[config.mk]
export PLATFORM = sky130hd
export DESIGN_NAME = lab2_proc_imm_encoder_flat
export DESIGN_NICKNAME = d
export VERILOG_FILES = /design/src/rtl/lab2_proc_imm_encoder_if.sv /design/src/rtl/lab2_proc_imm_encoder.sv /design/src/flat_wrapper.sv
export SDC_FILE = /design/constraint.sdc
export NUM_CORES = 1
export LEC_CHECK = 0
export CORE_ASPECT_RATIO = 2
export CORE_MARGIN = 2
export CORE_UTILIZATION = 45
export DETAILED_ROUTE_END_ITERATION = 8
export GPL_ROUTABILITY_DRIVEN = 0
export PLACE_DENSITY = 0.71
export SETUP_SLACK_MARGIN = 0.02
export SLEW_MARGIN = 20
export SYNTH_ARGS = -nofsm -noshare
export SYNTH_HDL_FRONTEND = slang
export SYNTH_SLANG_ARGS = --single-unit
[constraint.sdc]
create_clock -name clk -period 6.49 [get_ports clk]
set_input_delay 0.9735 -clock clk [delete_from_list [all_inputs] [get_ports clk]]
set_output_delay 0.9735 -clock clk [all_outputs]
set_load 0.05 [all_outputs]
[src/rtl/lab2_proc_imm_encoder_if.sv]
// Request/response bus of the immediate encoder: a val/rdy request carrying
// type, immediate and template, and a val/rdy response carrying the packed instruction.
interface lab2_proc_imm_encoder_if;
  logic        req_val;
  logic        req_rdy;
  logic [2:0]  req_type;
  logic [31:0] req_imm;
  logic [31:0] req_inst;
  logic        resp_val;
  logic        resp_rdy;
  logic [31:0] resp_inst;
  logic        resp_err;

  modport master (
    output req_val, req_type, req_imm, req_inst, resp_rdy,
    input  req_rdy, resp_val, resp_inst, resp_err
  );

  modport slave (
    input  req_val, req_type, req_imm, req_inst, resp_rdy,
    output req_rdy, resp_val, resp_inst, resp_err
  );
endinterface

[src/rtl/lab2_proc_imm_encoder.sv]
// Packs an immediate into the RISC-V I/S/B/U/J instruction fields of a template,
// flags unencodable immediates, and buffers results in a 2-entry output queue.
module lab2_proc_imm_encoder #(
  parameter int p_err_cnt_nbits = 8
) (
  input  logic                       clk,
  input  logic                       reset,
  lab2_proc_imm_encoder_if.slave     bus,
  output logic [p_err_cnt_nbits-1:0] err_count
);

  typedef enum logic [2:0] {
    IMM_I = 3'd0,
    IMM_S = 3'd1,
    IMM_B = 3'd2,
    IMM_U = 3'd3,
    IMM_J = 3'd4
  } imm_type_e;

  logic        sext_ok_11;
  logic        sext_ok_12;
  logic        sext_ok_20;
  logic        enc_ok;
  logic [31:0] cand_inst;
  logic [31:0] enc_inst;

  // Upper bits must be a pure sign extension for the immediate to fit the field.
  assign sext_ok_11 = (&bus.req_imm[31:11]) || !(|bus.req_imm[31:11]);
  assign sext_ok_12 = (&bus.req_imm[31:12]) || !(|bus.req_imm[31:12]);
  assign sext_ok_20 = (&bus.req_imm[31:20]) || !(|bus.req_imm[31:20]);

  always_comb begin
    // NOTE: every output of this block gets a default first, so no path can
    // leave a value unassigned and infer a latch.
    cand_inst = bus.req_inst;
    enc_ok    = 1'b0;
    case (imm_type_e'(bus.req_type))
      IMM_I: begin
        enc_ok            = sext_ok_11;
        cand_inst[31:20]  = bus.req_imm[11:0];
      end
      IMM_S: begin
        enc_ok            = sext_ok_11;
        cand_inst[31:25]  = bus.req_imm[11:5];
        cand_inst[11:7]   = bus.req_imm[4:0];
      end
      IMM_B: begin
        enc_ok            = sext_ok_12 && !bus.req_imm[0];
        cand_inst[31]     = bus.req_imm[12];
        cand_inst[7]      = bus.req_imm[11];
        cand_inst[30:25]  = bus.req_imm[10:5];
        cand_inst[11:8]   = bus.req_imm[4:1];
      end
      IMM_U: begin
        enc_ok            = (bus.req_imm[11:0] == 12'd0);
        cand_inst[31:12]  = bus.req_imm[31:12];
      end
      IMM_J: begin
        enc_ok            = sext_ok_20 && !bus.req_imm[0];
        cand_inst[31]     = bus.req_imm[20];
        cand_inst[19:12]  = bus.req_imm[19:12];
        cand_inst[20]     = bus.req_imm[11];
        cand_inst[30:21]  = bus.req_imm[10:1];
      end
      default: begin
        enc_ok            = 1'b0;
      end
    endcase
    enc_inst = enc_ok ? cand_inst : bus.req_inst;
  end

  logic [1:0]                 count_q;
  logic                       head_q;
  logic                       tail_q;
  logic [31:0]                entry_inst_q [0:1];
  logic                       entry_err_q  [0:1];
  logic [31:0]                last_inst_q;
  logic                       last_err_q;
  logic [p_err_cnt_nbits-1:0] err_count_q;
  logic                       enq;
  logic                       deq;

  assign bus.req_rdy  = (count_q != 2'd2);
  assign bus.resp_val = (count_q != 2'd0);
  assign enq          = bus.req_val  && bus.req_rdy;
  assign deq          = bus.resp_val && bus.resp_rdy;

  // An empty queue keeps showing the last dequeued entry rather than stale storage.
  assign bus.resp_inst = bus.resp_val ? entry_inst_q[head_q] : last_inst_q;
  assign bus.resp_err  = bus.resp_val ? entry_err_q[head_q]  : last_err_q;
  assign err_count     = err_count_q;

  always_ff @(posedge clk or posedge reset) begin
    // NOTE: the two queue entries are reset along with the control state, so the
    // response fields are defined zeros straight out of reset.
    if (reset) begin
      count_q         <= 2'd0;
      head_q          <= 1'b0;
      tail_q          <= 1'b0;
      entry_inst_q[0] <= 32'd0;
      entry_inst_q[1] <= 32'd0;
      entry_err_q[0]  <= 1'b0;
      entry_err_q[1]  <= 1'b0;
      last_inst_q     <= 32'd0;
      last_err_q      <= 1'b0;
      err_count_q     <= '0;
    end else begin
      // NOTE: non-blocking assignments here, so every register samples the
      // pre-edge values regardless of statement order.
      if (enq) begin
        entry_inst_q[tail_q] <= enc_inst;
        entry_err_q[tail_q]  <= !enc_ok;
        tail_q               <= !tail_q;
        if (!enc_ok && (err_count_q != {p_err_cnt_nbits{1'b1}})) begin
          err_count_q <= err_count_q + 1'b1;
        end
      end
      if (deq) begin
        last_inst_q <= entry_inst_q[head_q];
        last_err_q  <= entry_err_q[head_q];
        head_q      <= !head_q;
      end
      case ({enq, deq})
        2'b10:   count_q <= count_q + 2'd1;
        2'b01:   count_q <= count_q - 2'd1;
        default: count_q <= count_q;
      endcase
    end
  end

endmodule

[src/flat_wrapper.sv]
// flat-port wrapper written by rule: the top's interface ports become plain ports
module lab2_proc_imm_encoder_flat 
#(
  parameter int p_err_cnt_nbits = 8
)
  (clk, reset, err_count, bus_req_val, bus_req_type, bus_req_imm, bus_req_inst, bus_resp_rdy, bus_req_rdy, bus_resp_val, bus_resp_inst, bus_resp_err);
  lab2_proc_imm_encoder_if bus_i ();
  input  logic clk;
  input  logic reset;
  output logic [p_err_cnt_nbits-1:0] err_count;
  input wire logic [$bits(bus_i.req_val)-1:0] bus_req_val;
  input wire logic [$bits(bus_i.req_type)-1:0] bus_req_type;
  input wire logic [$bits(bus_i.req_imm)-1:0] bus_req_imm;
  input wire logic [$bits(bus_i.req_inst)-1:0] bus_req_inst;
  input wire logic [$bits(bus_i.resp_rdy)-1:0] bus_resp_rdy;
  output wire logic [$bits(bus_i.req_rdy)-1:0] bus_req_rdy;
  output wire logic [$bits(bus_i.resp_val)-1:0] bus_resp_val;
  output wire logic [$bits(bus_i.resp_inst)-1:0] bus_resp_inst;
  output wire logic [$bits(bus_i.resp_err)-1:0] bus_resp_err;
  assign bus_i.req_val = bus_req_val;
  assign bus_i.req_type = bus_req_type;
  assign bus_i.req_imm = bus_req_imm;
  assign bus_i.req_inst = bus_req_inst;
  assign bus_i.resp_rdy = bus_resp_rdy;
  assign bus_req_rdy = bus_i.req_rdy;
  assign bus_resp_val = bus_i.resp_val;
  assign bus_resp_inst = bus_i.resp_inst;
  assign bus_resp_err = bus_i.resp_err;
  lab2_proc_imm_encoder #(.p_err_cnt_nbits(p_err_cnt_nbits)) u_core (.clk(clk), .reset(reset), .bus(bus_i), .err_count(err_count));
endmodule
==> results of run 1 <==
report_power, final:
group	internal [uW]	total [uW]	switching [uW]
registers	1020	1270	248
logic	830	2370	1540
clock network	302	549	247
how the worst max path moves through the flow:
stage	from	endpoint	slack [ps]	cells past startpoint
4_1_cts	u_core.head_q	bus_resp_err	2550	3
3_5_place_dp	bus_req_type[0]	u_core.entry_inst_q[52]	2490	7
2_1_floorplan	reset	u_core.count_q[0]	2590	1
6_report	u_core.head_q	bus_resp_err	2520	3
3_3_place_gp	bus_req_type[0]	u_core.entry_inst_q[20]	2650	7
5_1_grt	bus_req_type[0]	u_core.entry_inst_q[52]	2510	7
worst reg2reg max path, cell delays in order, from the launching register on:
cell and delay [ps]:
dfrtp_1 410, or2_2 440, buf_4 350, nand2_2 140, buf_4 500, inv_1 140
ha_1 340, nor2_1 140, xor2_1 160
layout make-up:
cell class,count,share of cell area
clock inverters,6,0.00904
repair buffers,119,0.157
flip-flops and latches,111,0.372
inverters,3,0.00184
clock buffers,10,0.0306
well taps,152,0.0255
multi-input cells,523,0.404
per-layer routing:
metal,share of wire,vias up
met4,0.062,0
met3,0.039,52
met5,0,-
met1,0.38,2615
met2,0.52,205
li1,-,2618
cell usage in the layout, fill, tap and decap left out, drive strengths merged, types with 6 or more instances in the layout:
master,count
clkbuf,10
xor2,8
dfrtp,111
nor2,57
a22oi,6
buf,6
o22ai,23
nand4,28
nor4,13
o211ai,18
nand2,139
a21oi,61
clkdlybuf4s50,113
mux2i,50
o21ai,52
nand3,15
metrics by stage:
step	utilization	total power, uW	worst slack, ps	std cells	hold WS (ps)
6_report	0.572	4190	2520	924	479
5_1_grt	0.572	4430	2510	924	503
4_1_cts	0.572	4210	2550	924	480
3_5_place_dp	0.549	3650	2490	908	461
3_3_place_gp	0.549	3590	2650	908	457
2_1_floorplan	-	2900	2590	690	445
sequential cells by signal (all words and copies together) (netlist names):
signal and cells:
u_core.entry_inst_q 64, u_core.entry_err_q 2, u_core.tail_q 1, u_core.head_q 1
u_core.count_q 2, u_core.err_count 8, u_core.last_inst_q 32, u_core.last_err_q 1
cells by family after synthesis:
kind of cell,count (synthesis),synth area share
flip-flops,111,0.461
buffers and inverters,56,0.0399
adder cells (fa/ha/maj),2,0.00415
multiplexers,55,0.0924
AO/OA/AOI/OAI,179,0.175
AND/OR/NAND/NOR,275,0.210
XOR/XNOR,12,0.0174
==> reports/qor.csv, run 1 <==
metric,value,unit
total track usage,0.231,
mapped cell area,6020,sq um
WL final,16400,um
area of the multi-input gates,3020,sq um
post-layout net count,840,
Slew @ Worst Pin,1130,ps
core area,13100,sq um
register-to-register setup slack,3800,ps
area delta synth->final,24.1,%
Worst-Skew Late Latency,340,ps
"Distinct cells, synth",50,
"EDFF count, synth",0,
Post-CTS Setup Inserts,0,
Relative slew margins,0.249,
gr busiest metal,met2,
Yosys top cell by area,dfrtp_1,
Syn Inst Count,690,
hold_buf cts,0,
Power Dens Cells,560,nW/um^2
failing checks,design-rule violations,
Worst Path Max Fanout,34,
CP peak stage delay,1120,ps
Die Span Y,168,um
Worst path top cell family by delay,flip-flops,
kind of critical path,flop to primary output,
DIE WIDTH,85.8,um
Yosys reg bits,111,
Slew Limit Fails,0,
M3 GR Usage,0.0207,
Finish-stage setup viols,0,
Mapped Avg Cell Area,8.73,sq um
clk slew on worst S/H paths,70,ps
Max Cap Viol,0,
TritonCTS Buffers,9,
Sequential Area,2780,sq um
Syn Nets,763,
reg-to-reg startpoint,u_core.count_q[1],
CTS tree,built,
post-placement cell area,7180,sq um
CTS root buf,clkbuf_16,
fillers,1151,
worst r2r dst,u_core.count_q[1],
clk_skew,7.58,ps
final worst path period share,0.611,
RSZ-0062 raised after global routing,false,
Bufs and invs on worst path,1,
ranking of synthesized cells by area,"dfrtp_1 (46%), nand2_1 (8.5%), mux2i_1 (8.3%)",
port bufs,113,
Routed Antenna Nets,0,
minimum clock period,3970,ps
CTS Buffer Depth,2,
pin count of the biggest net entering global routing,74,
Ys Warns,0,
maximum vdd drop,354,uV
beginning of the worst hold path,u_core.entry_inst_q[34],
Die ar.,14400,sq um
Async SR Flop Fraction,1.00,
PostCTS Resize Cnt,0,
Worst Reg-to-Reg Cells,8,
CP endpoint kind,primary output,
DP Wirelength,12000,um
Rows,59,
initial antenna violation count,0,
"Arr. time, crit path",2990,ps
clk sinks,111,
most instantiated cells after synthesis,"nand2_1 (137), dfrtp_1 (111), a21oi_1 (61), nor2_1 (56), mux2i_1 (50)",
Remaining DRCs,5,
drt pass-1 iters,7,
final instance area,7470,sq um
TNS Setup,0,ps
run status,"complete, but fails checks",
slowest cell on the critical path,dfrtp_2,
layout cells sized above 1,0.0557,
post-DR wirelength/cell,17.7,um
most common cell in the netlist,nand2_1,
Hold WC Path Type,flop to flop,
total vias in the final route,5490,
GRT overflow,0,
critical-path cell list,"mux2i_1, a21oi_1, clkdlybuf4s50_1",
Initial Util,0.461,
vias in the first global route,5360,
CP Launch Type,flop,
"Req. time, crit path",5520,ps
met1 Usage GRT,0.267,
top-area cell type share of the netlist area,0.461,
first-pass GRT wire length,26300,um
final-report hold violation count,0,
Detailed Route Iter0 Violations,431,
prevailing post-synth register cell,dfrtp_1,
worst min-delay path endpoint,u_core.entry_inst_q[34],
leakage power,0.00323,uW
Via density,5.94,
number of I/O pins,114,
met2 Use GR,0.396,
sequential fraction of the synthesis area,0.461,
diodes inserted,0,
worst hold stages,2,
fmax,252,MHz
H-tree depth,3,
Power figures use the tool's default switching activity.
==> inputs of run 2 (changes only) <==
clock period = 4.1 ns   (was 6.49 ns; I/O delays follow)
==> run 2 against run 1 <==
  * The run still ends with design-rule violations left
  * Final cell count grew 0.87%
  * Global-route usage is essentially flat
  * Worst setup slack lost 2000 ps
  * Non-clock buffer count grew 8
  * Sequential power grew 54%
  * Core utilization grew 0.43 points
  * Clock skew grew 0.71 ps
  * Clock power grew 52%
==> reports/qor.csv, run 2 (synthesis gave the netlist of run 1 again) <==
metric,value,unit,change
worst min-delay path endpoint,u_core.entry_inst_q[44],,was u_core.entry_inst_q[34]
number of I/O pins,114,,unchanged
final cell count without fillers,932,,was 924
core area,13100,sq um,unchanged
Slew Limit Fails,0,,unchanged
total track usage,0.231,,about the same
beginning of the worst hold path,u_core.entry_inst_q[44],,was u_core.entry_inst_q[34]
pin count of the biggest net entering global routing,61,,was 74
Worst Path Max Fanout,52,,was 34
Hold WC Path Type,flop to flop,,unchanged
clk slew on worst S/H paths,70,ps,about the same
total vias in the final route,5489,,was 5490
worst hold stages,2,,unchanged
Detailed Route Iter0 Violations,448,,was 431
run status,"complete, but fails checks",,unchanged
area delta synth->final,25.0,%,was 24.1%
port bufs,113,,unchanged
post-DR wirelength/cell,17.6,um,was 17.7 um
"Most flops, register",u_core.entry_inst_q,,unchanged
CTS root buf,clkbuf_16,,unchanged
fmax,280,MHz,
kind of critical path,flop to primary output,,unchanged
Rows,59,,unchanged
vias in the first global route,5481,,was 5360
diodes inserted,0,,unchanged
register-to-register setup slack,1520,ps,was 3800 ps
clk sinks,111,,unchanged
DP Wirelength,12100,um,was 12000 um
dpl cells,916,,was 908
Die ar.,14400,sq um,unchanged
Routed Antenna Nets,0,,unchanged
failing checks,design-rule violations,,unchanged
WL final,16400,um,about the same
hold_ws,480,ps,was 479 ps
drt pass-1 iters,8,,was 7
first-pass GRT wire length,26600,um,was 26300 um
minimum clock period,3570,ps,
final worst path period share,0.870,,
final-report hold violation count,0,,unchanged
Finish-stage setup viols,0,,unchanged
clk_skew,8.30,ps,was 7.58 ps
"commonest non-fill, non-tap cell in the layout",nand2_1,,unchanged
GRT overflow,0,,unchanged
Remaining DRCs,5,,unchanged
"Req. time, crit path",3480,ps,was 5520 ps
Slew @ Worst Pin,1040,ps,was 1130 ps
Die Span Y,168,um,unchanged
CTS Buffer Depth,2,,unchanged
PostCTS Resize Cnt,0,,unchanged
most frequent cells in the layout,"nand2_1 (136), clkdlybuf4s50_1 (113), dfrtp_1 (110), a21oi_1 (61), nor2_1 (55)",,unchanged
worst r2r dst,u_core.count_q[1],,unchanged
max FFs per register,64,,unchanged
CP endpoint kind,primary output,,unchanged
fin util,0.576,,was 0.572
initial antenna violation count,0,,unchanged
DIE WIDTH,85.8,um,unchanged
Post-CTS Setup Inserts,0,,unchanged
maximum vdd drop,456,uV,was 354 uV
"Arr. time, crit path",2950,ps,was 2990 ps
hold_buf cts,0,,unchanged
H-tree depth,3,,unchanged
RSZ-0062 raised after global routing,false,,unchanged
Relative slew margins,0.303,,was 0.249
leakage power,0.00327,uW,was 0.00323 uW
Via density,5.89,,was 5.94
Power Dens Cells,878,nW/um^2,was 560 nW/um^2
CP Launch Type,flop,,unchanged
TritonCTS Buffers,9,,unchanged
post-layout net count,848,,was 840
Max Cap Viol,0,,unchanged
Worst Reg-to-Reg Cells,8,,unchanged
Worst-Skew Late Latency,350,ps,was 340 ps
CTS tree,built,,unchanged
reg-to-reg startpoint,u_core.count_q[0],,was u_core.count_q[1]
TNS Setup,0,ps,unchanged
Initial Util,0.461,,unchanged
layout cells sized above 1,0.0667,,was 0.0557
-- run 2: changes by cell type in the layout (fill, tap and decap cells not counted), sizes merged --
cell | before | now
buf | 6 | 14
bufinv | 1 | 0
clkbuf | 10 | 9
clkinv | 2 | 3
inv | 5 | 6
-- run 2: metrics by stage --
step | total power (uW) | setup WS, ps | instance area, sq um
after floorplan | 4590 | 554 | 6020
final | 6610 | 534 | 7530
after global placement | 5700 | 535 | 7250
after global routing | 7010 | 331 | 7530
after CTS | 6640 | 527 | 7530
after detailed placement | 5810 | 365 | 7250
-- run 2: power breakdown --
part	switching [uW]	leakage (uW)	internal (uW)	total (uW)
clock network	411	0.000138	420	832
logic	2470	0.00181	1340	3810
registers	347	0.00132	1620	1960
-- run 2: worst max-delay path by stage --
stage | startpoint | slack [ps] | cells after the start | to
floorplan | reset | 550 | 1 | u_core.count_q[0]
global placement | bus_req_type[1] | 530 | 6 | u_core.entry_inst_q[52]
detailed placement | bus_req_type[1] | 360 | 6 | u_core.entry_inst_q[52]
CTS | u_core.count_q[0] | 530 | 5 | bus_resp_inst[4]
global route | u_core.count_q[0] | 330 | 5 | bus_resp_inst[4]
finish | u_core.count_q[0] | 530 | 5 | bus_resp_inst[4]
-- run 2: layer usage --
layer | vias to the layer above | track usage | wire, um
met1 | 2618 | 0.259 | 6150
met2 | 197 | 0.422 | 8860
met5 | - | 0 | 0
met3 | 44 | 0.0315 | 794
li1 | 2630 | - | -
met4 | 0 | 0.108 | 641
-- run 2: critical path: stages, from the launching register on --
cell and delay (ps):
dfrtp_1 400, or2_2 760, buf_4 350, nor2_1 60, a21oi_1 180, clkdlybuf4s50_1 840
-- run 2: area by class of cell --
cell class | count | area, sq um
clock buffers | 9 | 225
clock inverters | 7 | 55.1
fillers | 1154 | 5540
inverters | 3 | 13.8
multi-input cells | 523 | 3020
flip-flops and latches | 111 | 2780
well taps | 152 | 190
repair buffers | 127 | 1250
==> inputs of run 3 (changes only) <==
CORE_UTILIZATION = 50   (was 45)
PLACE_DENSITY = 0.77   (was 0.71)
==> run 3 against run 2 <==
  * The run now ends clean
  * Wire length down 0.77%
  * Via count increased by 0.42%
  * Register-to-register slack hardly changed
  * Largest cell class unchanged
==> reports/qor.csv, run 3 (synthesis gave the netlist of run 1 again) <==
metric,value,unit,change
Max Cap Viol,0,,unchanged
total track usage,0.263,,was 0.231
Worst Path Max Fanout,45,,was 52
layout cells sized above 1,0.0702,,was 0.0667
Remaining DRCs,0,,was 5
clk_skew,7.02,ps,was 8.30 ps
"Req. time, crit path",3480,ps,about the same
post-layout net count,853,,was 848
"Arr. time, crit path",2890,ps,was 2950 ps
CP Launch Type,flop,,unchanged
switching share of power,0.479,,was 0.489
PostCTS Resize Cnt,0,,unchanged
"Most flops, register",u_core.entry_inst_q,,unchanged
Critical path destination,bus_resp_inst[26],,was bus_resp_inst[4]
TNS Setup,0,ps,unchanged
met2 WL post-DR,8640,um,was 8860 um
diodes inserted,0,,unchanged
H-tree depth,3,,unchanged
fmax,285,MHz,was 280 MHz
Detailed Route Iter0 Violations,489,,was 448
most frequent cells in the layout,"nand2_1 (136), clkdlybuf4s50_1 (113), dfrtp_1 (110), a21oi_1 (61), nor2_1 (55)",,unchanged
max FFs per register,64,,unchanged
kind of critical path,flop to primary output,,unchanged
"commonest non-fill, non-tap cell in the layout",nand2_1,,unchanged
critical-path cell list,"or2_2, buf_4, nor2_1, a21oi_1, clkdlybuf4s50_1",,unchanged
Die ar.,13000,sq um,was 14400 sq um
DIE WIDTH,81.6,um,was 85.8 um
number of I/O pins,114,,unchanged
Worst Reg-to-Reg Cells,7,,was 8
Slew @ Worst Pin,1010,ps,was 1040 ps
leakage power,0.00330,uW,was 0.00327 uW
worst r2r dst,u_core.count_q[1],,unchanged
vias in the first global route,5541,,was 5481
top layer in use,met4,,unchanged
reg-to-reg startpoint,u_core.count_q[0],,unchanged
Routed Antenna Nets,0,,unchanged
Seq pwr share,0.290,,was 0.297
initial antenna violation count,0,,unchanged
Worst-Skew Late Latency,350,ps,about the same
Hold WC Path Type,flop to flop,,unchanged
hold_buf cts,0,,unchanged
Sw Pwr,3220,uW,was 3230 uW
final worst path period share,0.856,,was 0.870
first-pass GRT wire length,27000,um,was 26600 um
hold_ws,478,ps,was 480 ps
port bufs,113,,unchanged
WL final,16300,um,was 16400 um
clock power share,0.139,,was 0.126
Critical Path Source,u_core.count_q[0],,unchanged
DP Wirelength,12100,um,about the same
CTS tree,built,,unchanged
met1 WL,6260,um,was 6150 um
Slew Limit Fails,0,,unchanged
CTS root buf,clkbuf_16,,unchanged
post-DR wirelength/cell,17.6,um,about the same
DR WL met3,717,um,was 794 um
Finish-stage setup viols,0,,unchanged
Die Span Y,159,um,was 168 um
minimum clock period,3510,ps,was 3570 ps
Post-CTS Setup Inserts,0,,unchanged
maximum vdd drop,676,uV,was 456 uV
core area,11800,sq um,was 13100 sq um
Via density,5.94,,was 5.89
final-report hold violation count,0,,unchanged
beginning of the worst hold path,u_core.entry_inst_q[32],,was u_core.entry_inst_q[44]
worst hold stages,2,,unchanged
Rows,56,,was 59
GRT overflow,0,,unchanged
CP endpoint kind,primary output,,unchanged
clk sinks,111,,unchanged
drt pass-1 iters,5,,was 8
Power Dens Cells,887,nW/um^2,was 878 nW/um^2
slowest cell on the critical path,clkdlybuf4s50_1,,unchanged
RSZ-0062 raised after global routing,false,,unchanged
clk slew on worst S/H paths,70,ps,about the same
pin count of the biggest net entering global routing,52,,was 61
TritonCTS Buffers,9,,unchanged
Combinational Power Share,0.571,,was 0.577
cell-internal power,3500,uW,was 3370 uW
CP peak stage delay,840,ps,about the same
area delta synth->final,25.9,%,was 25.0%
run status,finished clean,,"was complete, but fails checks"
Initial Util,0.512,,was 0.461
register-to-register setup slack,1520,ps,about the same
CTS Buffer Depth,2,,unchanged
total vias in the final route,5512,,was 5489
Relative slew margins,0.322,,was 0.303
run 3: changes by cell type in the layout (fill, tap and decap cells not counted):
cell / before / now
clkinvlp_4: 1 / 0
buf_4: 13 / 19
inv_8: 1 / 0
buf_12: 1 / 0
clkinv_4: 1 / 0
bufinv_16: 0 / 2
clkinv_2: 2 / 0
clkbuf_8: 0 / 1
run 3: how the worst min path moves through the flow:
stage | endpoint | slack [ps]
after detailed placement | u_core.entry_inst_q[32] | 460
after global routing | u_core.entry_inst_q[15] | 500
after global placement | u_core.entry_inst_q[37] | 460
after CTS | u_core.entry_inst_q[32] | 480
after floorplan | u_core.entry_inst_q[32] | 440
final | u_core.entry_inst_q[32] | 480
run 3: routing by layer:
metal  vias up  GRT usage
met5         -          0
met4         0      0.121
met3        43     0.0351
met2       198      0.459
met1      2625      0.310
li1       2646          -
run 3: stage by stage:
stage                     utilization  instance area, sq um  worst slack (ps)  total power [uW]  cells
after floorplan                     -                  6020               554              4590    690
after global placement          0.617                  7260               901              5680    914
after detailed placement        0.617                  7260               795              5800    914
after CTS                       0.644                  7580               586              6750    928
after global routing            0.644                  7580               376              7120    928
final                           0.644                  7580               591              6730    928
run 3: area by class of cell:
cell class	instances	area, sq um
fillers	988	4190
inverters	3	13.8
repair buffers	132	1270
flip-flops and latches	111	2780
multi-input cells	523	3020
clock inverters	4	77.6
clock buffers	10	239
well taps	145	181
run 3: critical path, delay by kind of cell, from the launching register on:
| kind | cells | cell delay [ps] |
|---|---|---|
| AO/OA/AOI/OAI | 1 | 160 |
| buffers and inverters | 2 | 1240 |
| flip-flops | 1 | 410 |
| AND/OR/NAND/NOR | 2 | 730 |
run 3: power by group through the flow:
stage               Sequential, uW  Clock [uW]  Combinational (uW)
floorplan                     1950           0                2630
global placement              1930           0                3750
detailed placement            1970           0                3840
CTS                           1950         946                3850
global route                  2020         985                4120
finish                        1950         934                3840
